<file path="src/rtl/rift2_wb_bridge_if.sv">
// Bus bundle between the Caravel Wishbone slave port and the rift2 core request/response channel.
// The bridge uses the slave modport; the Wishbone master / core model uses the master modport.
interface rift2_wb_bridge_if;
    logic        wbs_stb_i;
    logic        wbs_cyc_i;
    logic        wbs_we_i;
    logic [3:0]  wbs_sel_i;
    logic [31:0] wbs_dat_i;
    logic [31:0] wbs_adr_i;
    logic        wbs_ack_o;
    logic [31:0] wbs_dat_o;

    logic        req_valid;
    logic        req_ready;
    logic        req_we;
    logic [31:0] req_addr;
    logic [31:0] req_wdata;
    logic [3:0]  req_wstrb;
    logic        rsp_valid;
    logic [31:0] rsp_rdata;
    logic        rsp_err;
    logic        err_irq;

    modport slave (
        input  wbs_stb_i, wbs_cyc_i, wbs_we_i, wbs_sel_i, wbs_dat_i, wbs_adr_i,
        output wbs_ack_o, wbs_dat_o,
        output req_valid, req_we, req_addr, req_wdata, req_wstrb,
        input  req_ready,
        input  rsp_valid, rsp_rdata, rsp_err,
        output err_irq
    );

    modport master (
        output wbs_stb_i, wbs_cyc_i, wbs_we_i, wbs_sel_i, wbs_dat_i, wbs_adr_i,
        input  wbs_ack_o, wbs_dat_o,
        input  req_valid, req_we, req_addr, req_wdata, req_wstrb,
        output req_ready,
        output rsp_valid, rsp_rdata, rsp_err,
        input  err_irq
    );
endinterface

</file>
<file path="src/rtl/rift2_wb_bridge.sv">
// Wishbone classic slave turning each single access into one request/response on the rift2 core channel.
// Build macro RIFT2_WB_TIMEOUT_EN adds a REQ/WAIT watchdog with late-response drop.
module rift2_wb_bridge #(
    parameter logic [31:0] ADDR_BASE   = 32'h3000_0000,
    parameter logic [31:0] ADDR_MASK   = 32'hFF00_0000,
    parameter int          TIMEOUT_CYC = 255,
    parameter logic [31:0] MISS_DATA   = 32'h0000_0000
) (
    input logic              wb_clk_i,
    input logic              wb_rst_i,
    rift2_wb_bridge_if.slave bus
);
    localparam logic [31:0] ERR_DATA = 32'hDEAD_BEEF;

    typedef enum logic [1:0] {S_IDLE, S_REQ, S_WAIT, S_ACK} state_t;

    state_t      state_q, state_d;
    logic        we_q, we_d;
    logic [31:0] addr_q, addr_d;
    logic [31:0] wdata_q, wdata_d;
    logic [3:0]  wstrb_q, wstrb_d;
    logic [31:0] data_q, data_d;
    logic        err_q, err_d;
    logic        abort_q, abort_d;
    logic        acked_q, acked_d;
    logic        hit;
    logic        accept_hit;

`ifdef RIFT2_WB_TIMEOUT_EN
    localparam int CNT_W = $clog2(TIMEOUT_CYC + 1);
    localparam logic [CNT_W-1:0] CNT_LAST = CNT_W'(TIMEOUT_CYC - 1);

    logic [CNT_W-1:0] cnt_q, cnt_d;
    logic             drop_q, drop_d;
    logic             timeout;
`else
    logic unused_timeout_cfg;
    assign unused_timeout_cfg = (TIMEOUT_CYC == 0);
`endif

    always_ff @(posedge wb_clk_i) begin
        if (wb_rst_i) begin
            state_q <= S_IDLE;
            we_q    <= 1'b0;
            addr_q  <= '0;
            wdata_q <= '0;
            wstrb_q <= '0;
            data_q  <= '0;
            err_q   <= 1'b0;
            abort_q <= 1'b0;
            acked_q <= 1'b0;
        end else begin
            state_q <= state_d;
            we_q    <= we_d;
            addr_q  <= addr_d;
            wdata_q <= wdata_d;
            wstrb_q <= wstrb_d;
            data_q  <= data_d;
            err_q   <= err_d;
            abort_q <= abort_d;
            acked_q <= acked_d;
        end
    end

`ifdef RIFT2_WB_TIMEOUT_EN
    always_ff @(posedge wb_clk_i) begin
        if (wb_rst_i) begin
            cnt_q  <= '0;
            drop_q <= 1'b0;
        end else begin
            cnt_q  <= cnt_d;
            drop_q <= drop_d;
        end
    end
`endif

    always_comb begin
        state_d = state_q;
        we_d    = we_q;
        addr_d  = addr_q;
        wdata_d = wdata_q;
        wstrb_d = wstrb_q;
        data_d  = data_q;
        err_d   = err_q;
        abort_d = abort_q;
        // acked_q blocks the IDLE cycle right after ACK, when the just-acked stb may still be high
        acked_d = (state_q == S_ACK);
        hit     = ((bus.wbs_adr_i & ADDR_MASK) == (ADDR_BASE & ADDR_MASK));
`ifdef RIFT2_WB_TIMEOUT_EN
        cnt_d      = '0;
        drop_d     = drop_q && !bus.rsp_valid;
        timeout    = 1'b0;
        accept_hit = !drop_q;
        if (state_q == S_REQ || state_q == S_WAIT) begin
            cnt_d   = cnt_q + CNT_W'(1);
            timeout = (cnt_q >= CNT_LAST);
        end
`else
        accept_hit = 1'b1;
`endif

        unique case (state_q)
            S_IDLE: begin
                err_d   = 1'b0;
                abort_d = 1'b0;
                if (bus.wbs_cyc_i && bus.wbs_stb_i && !acked_q) begin
                    if (!hit) begin
                        data_d  = MISS_DATA;
                        state_d = S_ACK;
                    end else if (accept_hit) begin
                        we_d    = bus.wbs_we_i;
                        addr_d  = bus.wbs_adr_i & ~ADDR_MASK;
                        wdata_d = bus.wbs_dat_i;
                        wstrb_d = bus.wbs_sel_i;
                        state_d = S_REQ;
                    end
                end
            end
            S_REQ: begin
                abort_d = abort_q || !bus.wbs_cyc_i;
                if (bus.req_ready) state_d = S_WAIT;
            end
            S_WAIT: begin
                // A master that dropped cyc still lets the core finish, it just never sees an ack
                abort_d = abort_q || !bus.wbs_cyc_i;
                if (bus.rsp_valid) begin
                    data_d  = bus.rsp_err ? ERR_DATA : (we_q ? 32'h0 : bus.rsp_rdata);
                    err_d   = bus.rsp_err;
                    state_d = abort_d ? S_IDLE : S_ACK;
                end
            end
            S_ACK: begin
                state_d = S_IDLE;
            end
            default: begin
                state_d = S_IDLE;
            end
        endcase

`ifdef RIFT2_WB_TIMEOUT_EN
        // Timeout only wins when the handshake would not have advanced this cycle anyway
        if (timeout && state_d == state_q) begin
            data_d  = ERR_DATA;
            err_d   = 1'b1;
            state_d = abort_d ? S_IDLE : S_ACK;
            if (state_q == S_WAIT) drop_d = 1'b1;
        end
`endif
    end

    always_comb begin
        bus.wbs_ack_o = (state_q == S_ACK);
        bus.wbs_dat_o = (state_q == S_ACK) ? data_q : 32'h0;
        bus.req_valid = (state_q == S_REQ);
        bus.req_we    = we_q;
        bus.req_addr  = addr_q;
        bus.req_wdata = wdata_q;
        bus.req_wstrb = wstrb_q;
        bus.err_irq   = (state_q == S_ACK) && err_q;
    end
endmodule

</file>
<file path="src/flat_wrapper.sv">
// flat-port wrapper written by rule: the top's interface ports become plain ports
module rift2_wb_bridge_flat 
#(
    parameter logic [31:0] ADDR_BASE   = 32'h3000_0000,
    parameter logic [31:0] ADDR_MASK   = 32'hFF00_0000,
    parameter int          TIMEOUT_CYC = 255,
    parameter logic [31:0] MISS_DATA   = 32'h0000_0000
)
  (wb_clk_i, wb_rst_i, bus_wbs_stb_i, bus_wbs_cyc_i, bus_wbs_we_i, bus_wbs_sel_i, bus_wbs_dat_i, bus_wbs_adr_i, bus_wbs_ack_o, bus_wbs_dat_o, bus_req_valid, bus_req_we, bus_req_addr, bus_req_wdata, bus_req_wstrb, bus_req_ready, bus_rsp_valid, bus_rsp_rdata, bus_rsp_err, bus_err_irq);
  rift2_wb_bridge_if bus_i ();
  input logic wb_clk_i;
  input logic wb_rst_i;
  input wire logic [$bits(bus_i.wbs_stb_i)-1:0] bus_wbs_stb_i;
  input wire logic [$bits(bus_i.wbs_cyc_i)-1:0] bus_wbs_cyc_i;
  input wire logic [$bits(bus_i.wbs_we_i)-1:0] bus_wbs_we_i;
  input wire logic [$bits(bus_i.wbs_sel_i)-1:0] bus_wbs_sel_i;
  input wire logic [$bits(bus_i.wbs_dat_i)-1:0] bus_wbs_dat_i;
  input wire logic [$bits(bus_i.wbs_adr_i)-1:0] bus_wbs_adr_i;
  output wire logic [$bits(bus_i.wbs_ack_o)-1:0] bus_wbs_ack_o;
  output wire logic [$bits(bus_i.wbs_dat_o)-1:0] bus_wbs_dat_o;
  output wire logic [$bits(bus_i.req_valid)-1:0] bus_req_valid;
  output wire logic [$bits(bus_i.req_we)-1:0] bus_req_we;
  output wire logic [$bits(bus_i.req_addr)-1:0] bus_req_addr;
  output wire logic [$bits(bus_i.req_wdata)-1:0] bus_req_wdata;
  output wire logic [$bits(bus_i.req_wstrb)-1:0] bus_req_wstrb;
  input wire logic [$bits(bus_i.req_ready)-1:0] bus_req_ready;
  input wire logic [$bits(bus_i.rsp_valid)-1:0] bus_rsp_valid;
  input wire logic [$bits(bus_i.rsp_rdata)-1:0] bus_rsp_rdata;
  input wire logic [$bits(bus_i.rsp_err)-1:0] bus_rsp_err;
  output wire logic [$bits(bus_i.err_irq)-1:0] bus_err_irq;
  assign bus_i.wbs_stb_i = bus_wbs_stb_i;
  assign bus_i.wbs_cyc_i = bus_wbs_cyc_i;
  assign bus_i.wbs_we_i = bus_wbs_we_i;
  assign bus_i.wbs_sel_i = bus_wbs_sel_i;
  assign bus_i.wbs_dat_i = bus_wbs_dat_i;
  assign bus_i.wbs_adr_i = bus_wbs_adr_i;
  assign bus_wbs_ack_o = bus_i.wbs_ack_o;
  assign bus_wbs_dat_o = bus_i.wbs_dat_o;
  assign bus_req_valid = bus_i.req_valid;
  assign bus_req_we = bus_i.req_we;
  assign bus_req_addr = bus_i.req_addr;
  assign bus_req_wdata = bus_i.req_wdata;
  assign bus_req_wstrb = bus_i.req_wstrb;
  assign bus_i.req_ready = bus_req_ready;
  assign bus_i.rsp_valid = bus_rsp_valid;
  assign bus_i.rsp_rdata = bus_rsp_rdata;
  assign bus_i.rsp_err = bus_rsp_err;
  assign bus_err_irq = bus_i.err_irq;
  rift2_wb_bridge #(.ADDR_BASE(ADDR_BASE), .ADDR_MASK(ADDR_MASK), .TIMEOUT_CYC(TIMEOUT_CYC), .MISS_DATA(MISS_DATA)) u_core (.wb_clk_i(wb_clk_i), .wb_rst_i(wb_rst_i), .bus(bus_i));
endmodule
</file>
<file path="config.mk">
export PLATFORM = sky130hd
export DESIGN_NAME = rift2_wb_bridge_flat
export DESIGN_NICKNAME = d
export VERILOG_FILES = /design/src/rtl/rift2_wb_bridge_if.sv /design/src/rtl/rift2_wb_bridge.sv /design/src/flat_wrapper.sv
export SDC_FILE = /design/constraint.sdc
export NUM_CORES = 1
export LEC_CHECK = 0
export BUFFER_PORTS_ARGS = -buffer_cell sky130_fd_sc_hd__buf_4
export CORE_MARGIN = 3
export CORE_UTILIZATION = 45
export CTS_CLUSTER_DIAMETER = 100
export DETAILED_ROUTE_END_ITERATION = 16
export PLACE_DENSITY = 0.86
export SYNTH_ARGS = -nofsm -noshare
export SYNTH_HDL_FRONTEND = slang
export SYNTH_SLANG_ARGS = --single-unit
</file>
<file path="constraint.sdc">
create_clock -name wb_clk_i -period 2.2 [get_ports wb_clk_i]
set_input_delay 0.22 -clock wb_clk_i [delete_from_list [all_inputs] [get_ports wb_clk_i]]
set_output_delay 0.22 -clock wb_clk_i [all_outputs]
set_load 0.03 [all_outputs]
</file>
* Yosys cells after proc, flatten, opt, wreduce, memory -nomap -nowiden
Cells that the tools add are included.
** Storage, ports and cells
- Input port bits :: 108
- Output and inout bits :: 104
- Word-level logic and storage cells :: 47
- Flip-flop bits (word level) :: 98
** Operators by class
- Mux-type cells :: 16
- Equality and inequality tests :: 8
- Reductions and logical operators :: 14
** Operators by type and width (number)
- 32-bit two-way mux :: 6
- 32-bit case mux with 2 select lines :: 1
- 2-bit two-way mux :: 5
- 8-bit by 6-bit == test with 1-bit output (second input constant) :: 1
- 2-bit case mux with 4 select lines :: 1
- 3-bit AND reduction :: 2
- 2-bit == test (second input constant) :: 2
- 2-bit by 1-bit inequality test with 1-bit output (second input constant) :: 2
- 2-bit inequality test (second input constant) :: 2
- 1-bit case mux with 2 select lines :: 2
- 4-bit AND reduction :: 1
- 2-bit nonzero test :: 2
- 1-bit logical AND :: 3
- 2-bit by 1-bit == test with 1-bit output (second input constant) :: 1
- 1-bit logical NOT :: 2
- 2-bit logical NOT :: 1
- 2-bit AND reduction :: 1
- 2-bit OR reduction :: 1
- 1-bit logical OR :: 1
- 1-bit two-way mux :: 1

* Longest topological paths before layout
Gate-level depths: netlist (run 1).
- Depth in word-level cells :: 5
- Gate-level depth with buffers :: 8
- Depth with buffers taken out :: 6

* Worst setup path before layout (run 1)
OpenSTA, ideal clock, no wires.
- Path kind :: flip-flop to flip-flop
- Start point :: register u_core.state_q[0]
- End point :: register u_core.data_q[10]
- Cell stages (with the launch flop) :: 9
- Slack :: 0.513 ns
- Clock period less this slack :: 1.687 ns
- Path buffers :: 2
- Required time :: 2.113 ns
- Setup time :: 0.087 ns
- Arrival :: 1.600 ns
- Cells stage by stage :: dfxtp_1 -> inv_1 -> ha_1 -> mux2i_1 -> a21oi_2 -> and3_1 -> buf_2 -> buf_6 -> a221oi_2
** On the way
- Word-level cells in the longest chain between the ends :: 3
- Elaborated cells on any way between the ends :: 8
- Those cells by class :: 4 x eq/ne; 1 x mux; 3 x reduce/logical
** Ends and longest elaborated chain
- start: declaration :: RTL line rift2_wb_bridge.sv:17 : state_t state_q, state_d;
- start signal: assignment :: RTL line rift2_wb_bridge.sv:53 : state_q <= state_d;
- 2-bit == test or 2-bit logical NOT (tied branches) :: RTL line rift2_wb_bridge.sv:102 : unique case (state_q)
- 2-bit inequality test (no source line), or another cell as far along
- 4-bit AND reduction (no source line)
- end signal: assignment :: RTL line rift2_wb_bridge.sv:58 : data_q <= data_d;
- end: declaration :: RTL line rift2_wb_bridge.sv:22 : logic [31:0] data_q, data_d;
Several ways; a longest one is shown, not always the timed one.
A chain may end at the register's enable or synchronous reset.

* Worst setup path in the final report (run 1)
- Start point :: register u_core.state_q[1]
- End point :: output bus_wbs_dat_o[25]
** On the way
- Word-level cells in the longest chain between the ends :: 2
** Ends and longest elaborated chain
- 2-bit == test :: RTL line rift2_wb_bridge.sv:153 : bus.wbs_dat_o = (state_q == S_ACK) ? data_q : 32'h0;
- 32-bit two-way mux :: RTL line rift2_wb_bridge.sv:153
- end: declaration :: RTL line flat_wrapper.sv:20 : output wire logic [$bits(bus_i.wbs_dat_o)-1:0] bus_wbs_dat_o;
No other way between the ends.

==> results of run 1 <==
area by class of cell:
type / instances / area, µm² / share of cell area, %
repair buffers: 215 / 1650 / 27.9
flip-flops and latches: 98 / 1960 / 33.1
multi-input cells: 333 / 1880 / 31.8
inverters: 27 / 101 / 1.71
clock inverters: 6 / 53.8 / 0.908
clock buffers: 10 / 138 / 2.32
well taps: 108 / 135 / 2.28
cell usage after synthesis (2+ instances only):
master	number	area (µm²)
and2_1	33	206
dfxtp_1	98	1960
a21oi_1	61	305
ha_1	5	62.6
nor3_1	3	15.0
nand2b_1	8	50.1
mux2i_1	10	100
buf_4	12	90.1
a221oi_1	3	26.3
buf_6	2	22.5
nor2_1	6	22.5
nor2b_1	3	18.8
inv_1	27	101
buf_2	10	50.1
nand2_1	157	589
clkbuf_1	19	71.3
a221oi_2	22	330
path summary, 6_finish.rpt:
path                                                     startpoint                               endpoint  slack [ns]  depth (start not counted)
worst max register to register       u_core.state_q[1]$_SDFFE_PP0P_  u_core.bus.req_wdata[15]$_SDFFE_PP0P_        0.33                          7
worst min-delay path                              bus_wbs_adr_i[22]   u_core.bus.req_addr[22]$_SDFFE_PP0P_        0.10                          3
worst min register to register  u_core.bus.req_addr[3]$_SDFFE_PP0P_    u_core.bus.req_addr[3]$_SDFFE_PP0P_        0.46                          2
worst max-delay path                 u_core.state_q[1]$_SDFFE_PP0P_                      bus_wbs_dat_o[25]        0.21                          4
worst register-to-register path: stages (launching register included):
cell and delay (ns):
dfxtp_1 0.37, inv_1 0.10, ha_1 0.26, and2b_1 0.20, and4_2 0.23, buf_4 0.37
nand2_1 0.13, a21oi_1 0.15
state kept, by name, indices dropped and copies added, names as in the netlist:
name                  cells
u_core.abort_q            1
u_core.err_q              1
u_core.bus.req_we         1
u_core.bus.req_wdata     32
u_core.state_q            2
u_core.acked_q            1
u_core.data_q            32
u_core.bus.req_wstrb      4
u_core.bus.req_addr      24
power breakdown:
part	switching, mW	internal, mW
Combinational	0.749	0.607
Sequential	0.0843	1.94
Clock	0.657	0.465
cells by family (layout without fill, tap and decap cells):
logic type               after synthesis  after routing
AO/OA/AOI/OAI                         89             89
flip-flops                            98             98
AND/OR/NAND/NOR                      221            221
multiplexers                          10             10
buffers and inverters                 71            258
adder cells (fa/ha/maj)                5              5
other                                  1              8
through the flow:
stage               util, %  setup WS, ns
CTS                    67.0         0.216
finish                 67.0         0.215
global placement       64.8         0.417
floorplan                 -         0.513
global route           67.0         0.132
detailed placement     64.8         0.333
per-layer routing:
| layer | GRT usage, % | share of wire [%] | wire length (µm) | up-vias |
|---|---|---|---|---|
| met5 | 0 | 0 | 0 | - |
| met4 | 6.36 | 1.2 | 130 | 0 |
| li1 | - | - | - | 1969 |
| met3 | 6.89 | 8.9 | 1010 | 13 |
| met2 | 35.1 | 50 | 5660 | 155 |
| met1 | 25.2 | 40 | 4480 | 1803 |
==> flow_results.xml, run 1 <==
<?xml version="1.0" encoding="UTF-8"?>
<metrics>
  <group name="logic_synthesis">
    <metric name="ys_types" unit="">33</metric>
    <metric name="post_synth_mux_area_share" unit="%">2.41</metric>
    <metric name="seq_area_frac_synth" unit="%">47.2</metric>
    <metric name="netlist_instances" unit="">495</metric>
    <metric name="synth-xor-area-share" unit="%">0</metric>
    <metric name="combinational_family_with_the_most_area_after_synthesis" unit="">simple AND/OR/NAND/NOR gates</metric>
    <metric name="async_reset_ff_share" unit="%">0</metric>
    <metric name="synthesis.area" unit="µm²">4150</metric>
    <metric name="compound_gate_fraction_of_synth_area" unit="%">16.6</metric>
    <metric name="synth.yosys.warnings" unit="">0</metric>
    <metric name="synth.avg_cell_area" unit="µm²">8.39</metric>
    <metric name="yosys.area_share.simple" unit="%">24.0</metric>
    <metric name="yosys.area_share.adder" unit="%">1.51</metric>
    <metric name="synth-seq-cells" unit="">98</metric>
    <metric name="synth-edff-count" unit="">0</metric>
    <metric name="synth_ff_type" unit="">dfxtp_1</metric>
  </group>
  <group name="sta">
    <metric name="worst_clock_skew" unit="ns">0.0158</metric>
    <metric name="post-route-min-period" unit="ns">1.99</metric>
    <metric name="maxSlewViolCount" unit="">0</metric>
    <metric name="fmaxAchievable" unit="MHz">504</metric>
    <metric name="maxSlewHeadroom" unit="%">61.8</metric>
    <metric name="setup_viol" unit="">0</metric>
    <metric name="worst-slew-pin-transition" unit="ns">0.571</metric>
    <metric name="fin_crit_share" unit="%">90.2</metric>
    <metric name="report.final.hold_viol_count" unit="">0</metric>
    <metric name="rsz0062_at_grt" unit="">false</metric>
    <metric name="tns" unit="ns">0</metric>
    <metric name="hold_slack" unit="ns">0.101</metric>
  </group>
  <group name="die">
    <metric name="floorplan.initialDensity" unit="%">46.9</metric>
    <metric name="floorplan.rows" unit="">34</metric>
    <metric name="die-width" unit="µm">102</metric>
    <metric name="die_h" unit="µm">102</metric>
    <metric name="floorplan.io_pins" unit="">212</metric>
    <metric name="die-area" unit="µm²">10400</metric>
    <metric name="floorplan.core_area" unit="µm²">8850</metric>
  </group>
  <group name="detailed_routing">
    <metric name="viasPerCell" unit="">4.94</metric>
    <metric name="drt-pass1-iter-count" unit="">4</metric>
    <metric name="num_vias" unit="">3940</metric>
    <metric name="postRouteAntennaNets" unit="">0</metric>
    <metric name="drt-initial-drc-count" unit="">128</metric>
    <metric name="remaining_drc_errors" unit="">0</metric>
    <metric name="route.detailed.wl_per_inst" unit="µm">14.1</metric>
    <metric name="wirelength" unit="mm">11.3</metric>
  </group>
  <group name="cells_and_area">
    <metric name="commonest_cells_after_routing_fill_and_taps_aside" unit="">buf_4 (212), nand2_1 (156), dfxtp_1 (98), a21oi_1 (61), and2_1 (33)</metric>
    <metric name="layout.cells.most_common" unit="">buf_4</metric>
    <metric name="final_net_count" unit="">797</metric>
    <metric name="layout.filler_cells" unit="">685</metric>
    <metric name="post_layout_nonfiller_instances" unit="">797</metric>
    <metric name="finish.instance_area" unit="µm²">5920</metric>
    <metric name="area.growth.synth_to_final" unit="%">42.6</metric>
    <metric name="layout-drive-gt1-share" unit="%">37.7</metric>
    <metric name="diodes" unit="">0</metric>
  </group>
  <group name="placement">
    <metric name="gp_congestion" unit="">0.835</metric>
    <metric name="port_buffers" unit="">203</metric>
    <metric name="post_placement_cell_area" unit="µm²">5730</metric>
    <metric name="place_hpwl" unit="mm">8.52</metric>
    <metric name="place_inst" unit="">781</metric>
  </group>
  <group name="power_and_ir_drop">
    <metric name="power.total" unit="mW">4.50</metric>
    <metric name="p_per_area" unit="nW/µm²">759</metric>
    <metric name="total_leakage_power" unit="nW">2.55</metric>
    <metric name="max-vdd-ir-drop" unit="mV">0.450</metric>
  </group>
  <group name="worst_setup_path">
    <metric name="worstSetupStartpointType" unit="">flip-flop</metric>
    <metric name="worstPathMaxFanout" unit="">12</metric>
    <metric name="path_buf_inv" unit="">2</metric>
    <metric name="cp-end-kind" unit="">output port</metric>
    <metric name="critical_path.most_common_cell" unit="">buf_4</metric>
    <metric name="criticalPathCategory" unit="">flip-flop to output port</metric>
    <metric name="critPathMaxStageDelay" unit="ns">0.43</metric>
    <metric name="cpLargestDelayFamily" unit="">flip-flops</metric>
    <metric name="critical_path_required" unit="ns">1.98</metric>
    <metric name="crit_path_cell_trace" unit="">ha_1 &gt; buf_4 &gt; and2_1 &gt; buf_4</metric>
    <metric name="critical_path.slowest_cell" unit="">dfxtp_1</metric>
    <metric name="arrival_time_at_the_worst_endpoint" unit="ns">1.77</metric>
  </group>
  <group name="global_routing">
    <metric name="grt_usage" unit="%">20.8</metric>
    <metric name="grt_max_degree" unit="">63</metric>
    <metric name="grt_first_pass_wirelength" unit="mm">17.5</metric>
    <metric name="grt_pass1_vias" unit="">3771</metric>
    <metric name="antenna_violations_before_repair" unit="">0</metric>
    <metric name="global_route.overflow_total" unit="">0</metric>
  </group>
  <group name="cts">
    <metric name="cts_max_level" unit="">3</metric>
    <metric name="clock_sink_count" unit="">98</metric>
    <metric name="cts_resized" unit="">0</metric>
    <metric name="tritoncts_clock_tree" unit="">built</metric>
    <metric name="worst_setup_hold_path_clk_slew" unit="ns">0.11</metric>
    <metric name="cts_root_buffer" unit="">clkbuf_8</metric>
    <metric name="holdBufCountCts" unit="">0</metric>
    <metric name="insertion_delay" unit="ns">0.36</metric>
    <metric name="cts_setup_buffers" unit="">0</metric>
    <metric name="cts_buffer_depth" unit="">2</metric>
    <metric name="num_cts_buffers" unit="">9</metric>
  </group>
  <group name="min_path">
    <metric name="worst_hold_path_type" unit="">input pin to flip-flop</metric>
  </group>
  <group name="run">
    <metric name="cap_viol_max_count" unit="">0</metric>
  </group>
  <group name="run_status">
    <metric name="run_status" unit="">complete, no violations</metric>
  </group>
</metrics>
No activity file was read; power rests on OpenSTA's default activity.
==> run 2, diff against run 1 <==
--- a/config.mk
+++ b/config.mk
@@ -10,6 +10,7 @@
 export CORE_UTILIZATION = 45
 export CTS_CLUSTER_DIAMETER = 100
 export DETAILED_ROUTE_END_ITERATION = 16
+export GPL_TIMING_DRIVEN = 0
 export PLACE_DENSITY = 0.86
 export SYNTH_ARGS = -nofsm -noshare
 export SYNTH_HDL_FRONTEND = slang
==> run 2 against run 1 <==
  * Worst hold slack got worse by 0.0080 ns
  * First-iteration DRC count increased by 15%
  * Via count increased by 3.8%
  * Worst setup slack got worse by 0.072 ns
  * Cell area increased by 1.8%
  * Routed wire length increased by 5.4%
  * Sequential cell count unchanged
  * Clock power about the same
  * Sequential power about the same
  * Cell count increased by 3.9%
  * Largest cell class unchanged
  * Highest routed layer unchanged
==> flow_results.xml, run 2 (same netlist as run 1, synthesis figures left out) <==
<?xml version="1.0" encoding="UTF-8"?>
<metrics>
  <group name="run_status">
    <metric name="run_status" unit="">complete, no violations</metric>
  </group>
  <group name="power_and_ir_drop">
    <metric name="total_leakage_power" unit="nW">2.64</metric>
    <metric name="max-vdd-ir-drop" unit="mV">0.390</metric>
    <metric name="power.total" unit="mW">4.52</metric>
    <metric name="p_per_area" unit="nW/µm²">750</metric>
  </group>
  <group name="detailed_routing">
    <metric name="viasPerCell" unit="">4.94</metric>
    <metric name="num_vias" unit="">4090</metric>
    <metric name="drt-pass1-iter-count" unit="">4</metric>
    <metric name="drt-initial-drc-count" unit="">147</metric>
    <metric name="postRouteAntennaNets" unit="">0</metric>
    <metric name="route.detailed.wl_per_inst" unit="µm">14.3</metric>
    <metric name="remaining_drc_errors" unit="">0</metric>
    <metric name="wirelength" unit="mm">11.9</metric>
  </group>
  <group name="worst_setup_path">
    <metric name="arrival_time_at_the_worst_endpoint" unit="ns">1.84</metric>
    <metric name="cpLargestDelayFamily" unit="">buffers and inverters</metric>
    <metric name="worstSetupStartpointType" unit="">flip-flop</metric>
    <metric name="criticalPathCategory" unit="">flip-flop to output port</metric>
    <metric name="critPathMaxStageDelay" unit="ns">0.43</metric>
    <metric name="crit_path_cell_trace" unit="">ha_1 &gt; clkbuf_1 &gt; and2_1 &gt; buf_4</metric>
    <metric name="path_buf_inv" unit="">2</metric>
    <metric name="critical_path.slowest_cell" unit="">dfxtp_1</metric>
    <metric name="worstPathMaxFanout" unit="">10</metric>
    <metric name="critical_path_required" unit="ns">1.98</metric>
    <metric name="cp-end-kind" unit="">output port</metric>
  </group>
  <group name="run">
    <metric name="cap_viol_max_count" unit="">0</metric>
  </group>
  <group name="cts">
    <metric name="cts_root_buffer" unit="">clkbuf_8</metric>
    <metric name="num_cts_buffers" unit="">9</metric>
    <metric name="cts_max_level" unit="">3</metric>
    <metric name="worst_setup_hold_path_clk_slew" unit="ns">0.11</metric>
    <metric name="tritoncts_clock_tree" unit="">built</metric>
    <metric name="insertion_delay" unit="ns">0.36</metric>
    <metric name="cts_buffer_depth" unit="">2</metric>
    <metric name="clock_sink_count" unit="">98</metric>
    <metric name="holdBufCountCts" unit="">0</metric>
  </group>
  <group name="cells_and_area">
    <metric name="layout.filler_cells" unit="">733</metric>
    <metric name="register_area" unit="µm²">1960</metric>
    <metric name="layout.cells.most_common" unit="">buf_4</metric>
    <metric name="area.growth.synth_to_final" unit="%">45.2</metric>
    <metric name="layout-drive-gt1-share" unit="%">38.2</metric>
    <metric name="commonest_cells_after_routing_fill_and_taps_aside" unit="">buf_4 (214), nand2_1 (157), dfxtp_1 (98), a21oi_1 (61), and2_1 (33)</metric>
    <metric name="multi_input_comb_area" unit="µm²">1880</metric>
    <metric name="final_net_count" unit="">828</metric>
    <metric name="diodes" unit="">0</metric>
  </group>
  <group name="min_path">
    <metric name="worst_hold_path_type" unit="">input pin to flip-flop</metric>
  </group>
  <group name="placement">
    <metric name="port_buffers" unit="">202</metric>
    <metric name="gp_congestion" unit="">0.871</metric>
    <metric name="place_hpwl" unit="mm">9.56</metric>
  </group>
  <group name="global_routing">
    <metric name="grt_usage" unit="%">22.1</metric>
    <metric name="grt_max_degree" unit="">19</metric>
    <metric name="grt_first_pass_wirelength" unit="mm">18.3</metric>
    <metric name="antenna_violations_before_repair" unit="">0</metric>
    <metric name="global_route.overflow_total" unit="">0</metric>
    <metric name="grt_pass1_vias" unit="">3923</metric>
  </group>
  <group name="die">
    <metric name="floorplan.core_area" unit="µm²">8850</metric>
    <metric name="die_h" unit="µm">102</metric>
    <metric name="floorplan.initialDensity" unit="%">46.9</metric>
    <metric name="die-width" unit="µm">102</metric>
    <metric name="die-area" unit="µm²">10400</metric>
    <metric name="floorplan.io_pins" unit="">212</metric>
    <metric name="floorplan.rows" unit="">34</metric>
  </group>
  <group name="sta">
    <metric name="maxSlewViolCount" unit="">0</metric>
    <metric name="setup_viol" unit="">0</metric>
    <metric name="post-route-min-period" unit="ns">2.06</metric>
    <metric name="maxSlewHeadroom" unit="%">54.5</metric>
    <metric name="fmaxAchievable" unit="MHz">486</metric>
    <metric name="rsz0062_at_grt" unit="">false</metric>
    <metric name="worst_clock_skew" unit="ns">0.0148</metric>
    <metric name="fin_crit_share" unit="%">93.5</metric>
    <metric name="worst-slew-pin-transition" unit="ns">0.682</metric>
    <metric name="tns" unit="ns">0</metric>
    <metric name="report.final.hold_viol_count" unit="">0</metric>
  </group>
</metrics>
run 2: tightest hold or removal path, cell delays in order:
cell	delay, ns
buf_4	0.11
nand2_1	0.04
a21oi_1	0.05
run 2: repair_timing:
item	CTS	global route
gates resized for setup	0	12
setup endpoints to repair	0	17
setup buffers	0	0
run 2: stage by stage:
step	hold slack, ns	instances	util, %	setup slack (ns)	area, µm²
final	0.0929	828	68.2	0.142	6030
after detailed placement	0.446	812	65.9	0.152	5830
after floorplan	0.359	502	-	0.513	4180
after CTS	0.0797	828	68.1	0.121	6020
after global routing	0.0848	828	68.2	0.00312	6030
after global placement	0.439	812	65.9	0.209	5830
run 2: per-layer routing:
| metal | share of wire, % | GRT usage, % |
|---|---|---|
| met5 | 0 | 0 |
| met4 | 1.5 | 6.56 |
| met3 | 8.4 | 6.42 |
| met2 | 51 | 38.4 |
| met1 | 39 | 26.6 |
run 2: path summary, 6_finish.rpt:
| path | startpoint | end | slack (ns) | depth (start not counted) |
|---|---|---|---|---|
| min | bus_wbs_adr_i[23] | u_core.bus.req_addr[23]$_SDFFE_PP0P_ | 0.09 | 3 |
| max | u_core.state_q[1]$_SDFFE_PP0P_ | bus_wbs_dat_o[0] | 0.14 | 4 |
| min reg2reg | u_core.bus.req_wdata[17]$_SDFFE_PP0P_ | u_core.bus.req_wdata[17]$_SDFFE_PP0P_ | 0.46 | 2 |
| max reg2reg | u_core.state_q[1]$_SDFFE_PP0P_ | u_core.data_q[4]$_SDFFE_PP0P_ | 0.20 | 6 |
run 2: where the power goes:
group	switching, mW	leakage, nW	total, mW	internal (mW)
Sequential	0.0868	0.794	2.02	1.94
Clock	0.660	0.0958	1.13	0.465
Combinational	0.761	1.75	1.37	0.610
Total	1.51	2.64	4.52	3.01
run 2: cell type report:
class / instances / share of cell area (%)
clock inverter: 6 / 0.892
clock buffer: 10 / 2.28
multi-input combinational: 333 / 31.2
buffer: 44 / 4.07
inverter: 27 / 1.68
timing repair buffer: 202 / 25.1
sequential: 98 / 32.5
tap: 108 / 2.24
==> run 3, diff against run 2 <==
--- a/config.mk
+++ b/config.mk
@@ -6,12 +6,14 @@
 export NUM_CORES = 1
 export LEC_CHECK = 0
 export BUFFER_PORTS_ARGS = -buffer_cell sky130_fd_sc_hd__buf_4
+export CELL_PAD_IN_SITES_DETAIL_PLACEMENT = 0
+export CELL_PAD_IN_SITES_GLOBAL_PLACEMENT = 1
 export CORE_MARGIN = 3
-export CORE_UTILIZATION = 45
+export CORE_UTILIZATION = 32
 export CTS_CLUSTER_DIAMETER = 100
 export DETAILED_ROUTE_END_ITERATION = 16
 export GPL_TIMING_DRIVEN = 0
-export PLACE_DENSITY = 0.86
+export PLACE_DENSITY = 0.87
 export SYNTH_ARGS = -nofsm -noshare
 export SYNTH_HDL_FRONTEND = slang
 export SYNTH_SLANG_ARGS = --single-unit
==> run 3 against run 2 <==
  * First-iteration DRC count grew 61%
  * Maximum frequency increased by 0.72%
  * Count of clock-buffer cells in the layout increased by 3
  * Global-route usage shrank 5.1 points
  * Critical endpoint is now bus_wbs_dat_o[22]
  * Register-to-register slack better by 0.06 ns
  * Cell area grew 3.2%
==> flow_results.xml, run 3 (same netlist as run 1, synthesis figures left out) <==
<?xml version="1.0" encoding="UTF-8"?>
<metrics>
  <group name="cells_and_area">
    <metric name="final_net_count" unit="">828</metric>
    <metric name="diodes" unit="">0</metric>
    <metric name="layout-drive-gt1-share" unit="%">38.1</metric>
    <metric name="finish.instance_area" unit="µm²">6220</metric>
    <metric name="commonest_cells_after_routing_fill_and_taps_aside" unit="">buf_4 (214), nand2_1 (157), dfxtp_1 (98), a21oi_1 (61), and2_1 (33)</metric>
    <metric name="area.growth.synth_to_final" unit="%">49.8</metric>
    <metric name="layout.cells.most_common" unit="">buf_4</metric>
  </group>
  <group name="power_and_ir_drop">
    <metric name="max-vdd-ir-drop" unit="mV">0.294</metric>
    <metric name="total_leakage_power" unit="nW">2.69</metric>
    <metric name="p_per_area" unit="nW/µm²">807</metric>
  </group>
  <group name="sta">
    <metric name="report.final.hold_viol_count" unit="">0</metric>
    <metric name="rsz0062_at_grt" unit="">false</metric>
    <metric name="maxSlewViolCount" unit="">0</metric>
    <metric name="post-route-min-period" unit="ns">2.04</metric>
    <metric name="setup_ws" unit="ns">0.157</metric>
    <metric name="maxSlewHeadroom" unit="%">56.3</metric>
    <metric name="tns" unit="ns">0</metric>
    <metric name="fmaxAchievable" unit="MHz">489</metric>
    <metric name="setup_viol" unit="">0</metric>
    <metric name="worst-slew-pin-transition" unit="ns">0.655</metric>
    <metric name="worst_clock_skew" unit="ns">0.00672</metric>
    <metric name="fin_crit_share" unit="%">92.9</metric>
  </group>
  <group name="cts">
    <metric name="cts_root_buffer" unit="">clkbuf_16</metric>
    <metric name="tritoncts_clock_tree" unit="">built</metric>
    <metric name="clock_sink_count" unit="">98</metric>
    <metric name="cts_buffer_depth" unit="">2</metric>
    <metric name="insertion_delay" unit="ns">0.34</metric>
    <metric name="cts_max_level" unit="">3</metric>
    <metric name="cts_setup_buffers" unit="">0</metric>
    <metric name="num_cts_buffers" unit="">9</metric>
    <metric name="worst_setup_hold_path_clk_slew" unit="ns">0.07</metric>
  </group>
  <group name="detailed_routing">
    <metric name="wirelength" unit="mm">12.4</metric>
    <metric name="drt-initial-drc-count" unit="">237</metric>
    <metric name="route.detailed.wl_per_inst" unit="µm">14.0</metric>
    <metric name="num_vias" unit="">4037</metric>
    <metric name="drt-pass1-iter-count" unit="">4</metric>
    <metric name="viasPerCell" unit="">4.55</metric>
    <metric name="remaining_drc_errors" unit="">0</metric>
    <metric name="postRouteAntennaNets" unit="">0</metric>
  </group>
  <group name="global_routing">
    <metric name="grt_pass1_vias" unit="">3959</metric>
    <metric name="global_route.overflow_total" unit="">0</metric>
    <metric name="grt_max_degree" unit="">15</metric>
    <metric name="antenna_violations_before_repair" unit="">0</metric>
    <metric name="grt_first_pass_wirelength" unit="mm">19.7</metric>
    <metric name="grt_usage" unit="%">17.0</metric>
  </group>
  <group name="die">
    <metric name="floorplan.rows" unit="">40</metric>
    <metric name="die-width" unit="µm">120</metric>
    <metric name="die_h" unit="µm">120</metric>
    <metric name="floorplan.io_pins" unit="">212</metric>
    <metric name="floorplan.core_area" unit="µm²">12400</metric>
    <metric name="floorplan.initialDensity" unit="%">33.6</metric>
    <metric name="die-area" unit="µm²">14400</metric>
  </group>
  <group name="placement">
    <metric name="port_buffers" unit="">202</metric>
    <metric name="dp_slack" unit="ns">0.121</metric>
    <metric name="gp_congestion" unit="">0.780</metric>
    <metric name="place_hpwl" unit="mm">9.62</metric>
    <metric name="post_placement_cell_area" unit="µm²">5910</metric>
  </group>
  <group name="worst_setup_path">
    <metric name="arrival_time_at_the_worst_endpoint" unit="ns">1.82</metric>
    <metric name="worstPathMaxFanout" unit="">10</metric>
    <metric name="r2r_setup_slack" unit="ns">0.26</metric>
    <metric name="cp-end-kind" unit="">output port</metric>
    <metric name="worstSetupStartpointType" unit="">flip-flop</metric>
    <metric name="critical_path_required" unit="ns">1.98</metric>
    <metric name="criticalPathCategory" unit="">flip-flop to output port</metric>
  </group>
  <group name="min_path">
    <metric name="worst_hold_path_type" unit="">input pin to flip-flop</metric>
  </group>
  <group name="run">
    <metric name="cap_viol_max_count" unit="">0</metric>
  </group>
  <group name="run_status">
    <metric name="run_status" unit="">complete, no violations</metric>
  </group>
</metrics>
run 3: cell count changes in the layout (fill, tap and decap cells not counted):
| cell | previous run | this run |
|---|---|---|
| clkinvlp_4 | 1 | 0 |
| clkbuf_2 | 6 | 7 |
| clkinv_4 | 1 | 0 |
| clkinv_2 | 0 | 1 |
| bufinv_16 | 0 | 1 |
| inv_8 | 1 | 0 |
| clkbuf_8 | 10 | 3 |
| inv_6 | 3 | 0 |
| clkbuf_16 | 0 | 9 |
run 3: cell type report:
type	instances	area, µm²
repair buffers	202	1520
clock inverters	2	35.0
fillers	1157	6140
multi-input cells	333	1880
inverters	27	101
flip-flops and latches	98	1960
well taps	168	210
plain buffers	44	246
clock buffers	13	270
run 3: power by group:
part,internal [mW],switching [mW],total (mW)
Combinational,0.611,0.769,1.38
Clock,0.968,0.654,1.62
Sequential,1.94,0.0826,2.02
Total,3.52,1.51,5.02
run 3: repair_timing:
action	in CTS	in global routing
hold buffers	0	0
gates resized for setup	0	14
endpoints found under the setup margin	0	67
run 3: critical path, cell delays in order, from the launching register on:
cell	delay, ns
dfxtp_1	0.41
ha_1	0.37
clkbuf_1	0.33
and2_1	0.20
buf_4	0.16
run 3: path summary, 6_finish.rpt:
check | from | end | depth (start not counted)
worst max register to register | u_core.state_q[0]$_SDFFE_PP0P_ | u_core.data_q[18]$_SDFFE_PP0P_ | 7
worst max-delay path | u_core.state_q[1]$_SDFFE_PP0P_ | bus_wbs_dat_o[22] | 4
worst min register to register | u_core.bus.req_wdata[1]$_SDFFE_PP0P_ | u_core.bus.req_wdata[1]$_SDFFE_PP0P_ | 2
worst min-delay path | bus_wbs_adr_i[21] | u_core.bus.req_addr[21]$_SDFFE_PP0P_ | 3
run 3: metal layers:
layer | part of all wire (%) | global-route usage (%) | up-vias
li1 | - | - | 2043
met1 | 42 | 20.1 | 1820
met2 | 49 | 28.7 | 158
met3 | 7.7 | 5.28 | 16
met4 | 1.8 | 6.87 | 0
met5 | 0 | 0 | -
run 3: stage by stage:
stage	hold slack, ns	total power, mW	std cells	utilization [%]
final	0.128	5.02	887	50.3
after global routing	0.115	5.30	887	50.3
after CTS	0.111	5.08	887	50.3
after detailed placement	0.447	3.44	872	47.8
after global placement	0.439	3.40	872	47.8
after floorplan	0.359	3.04	502	-
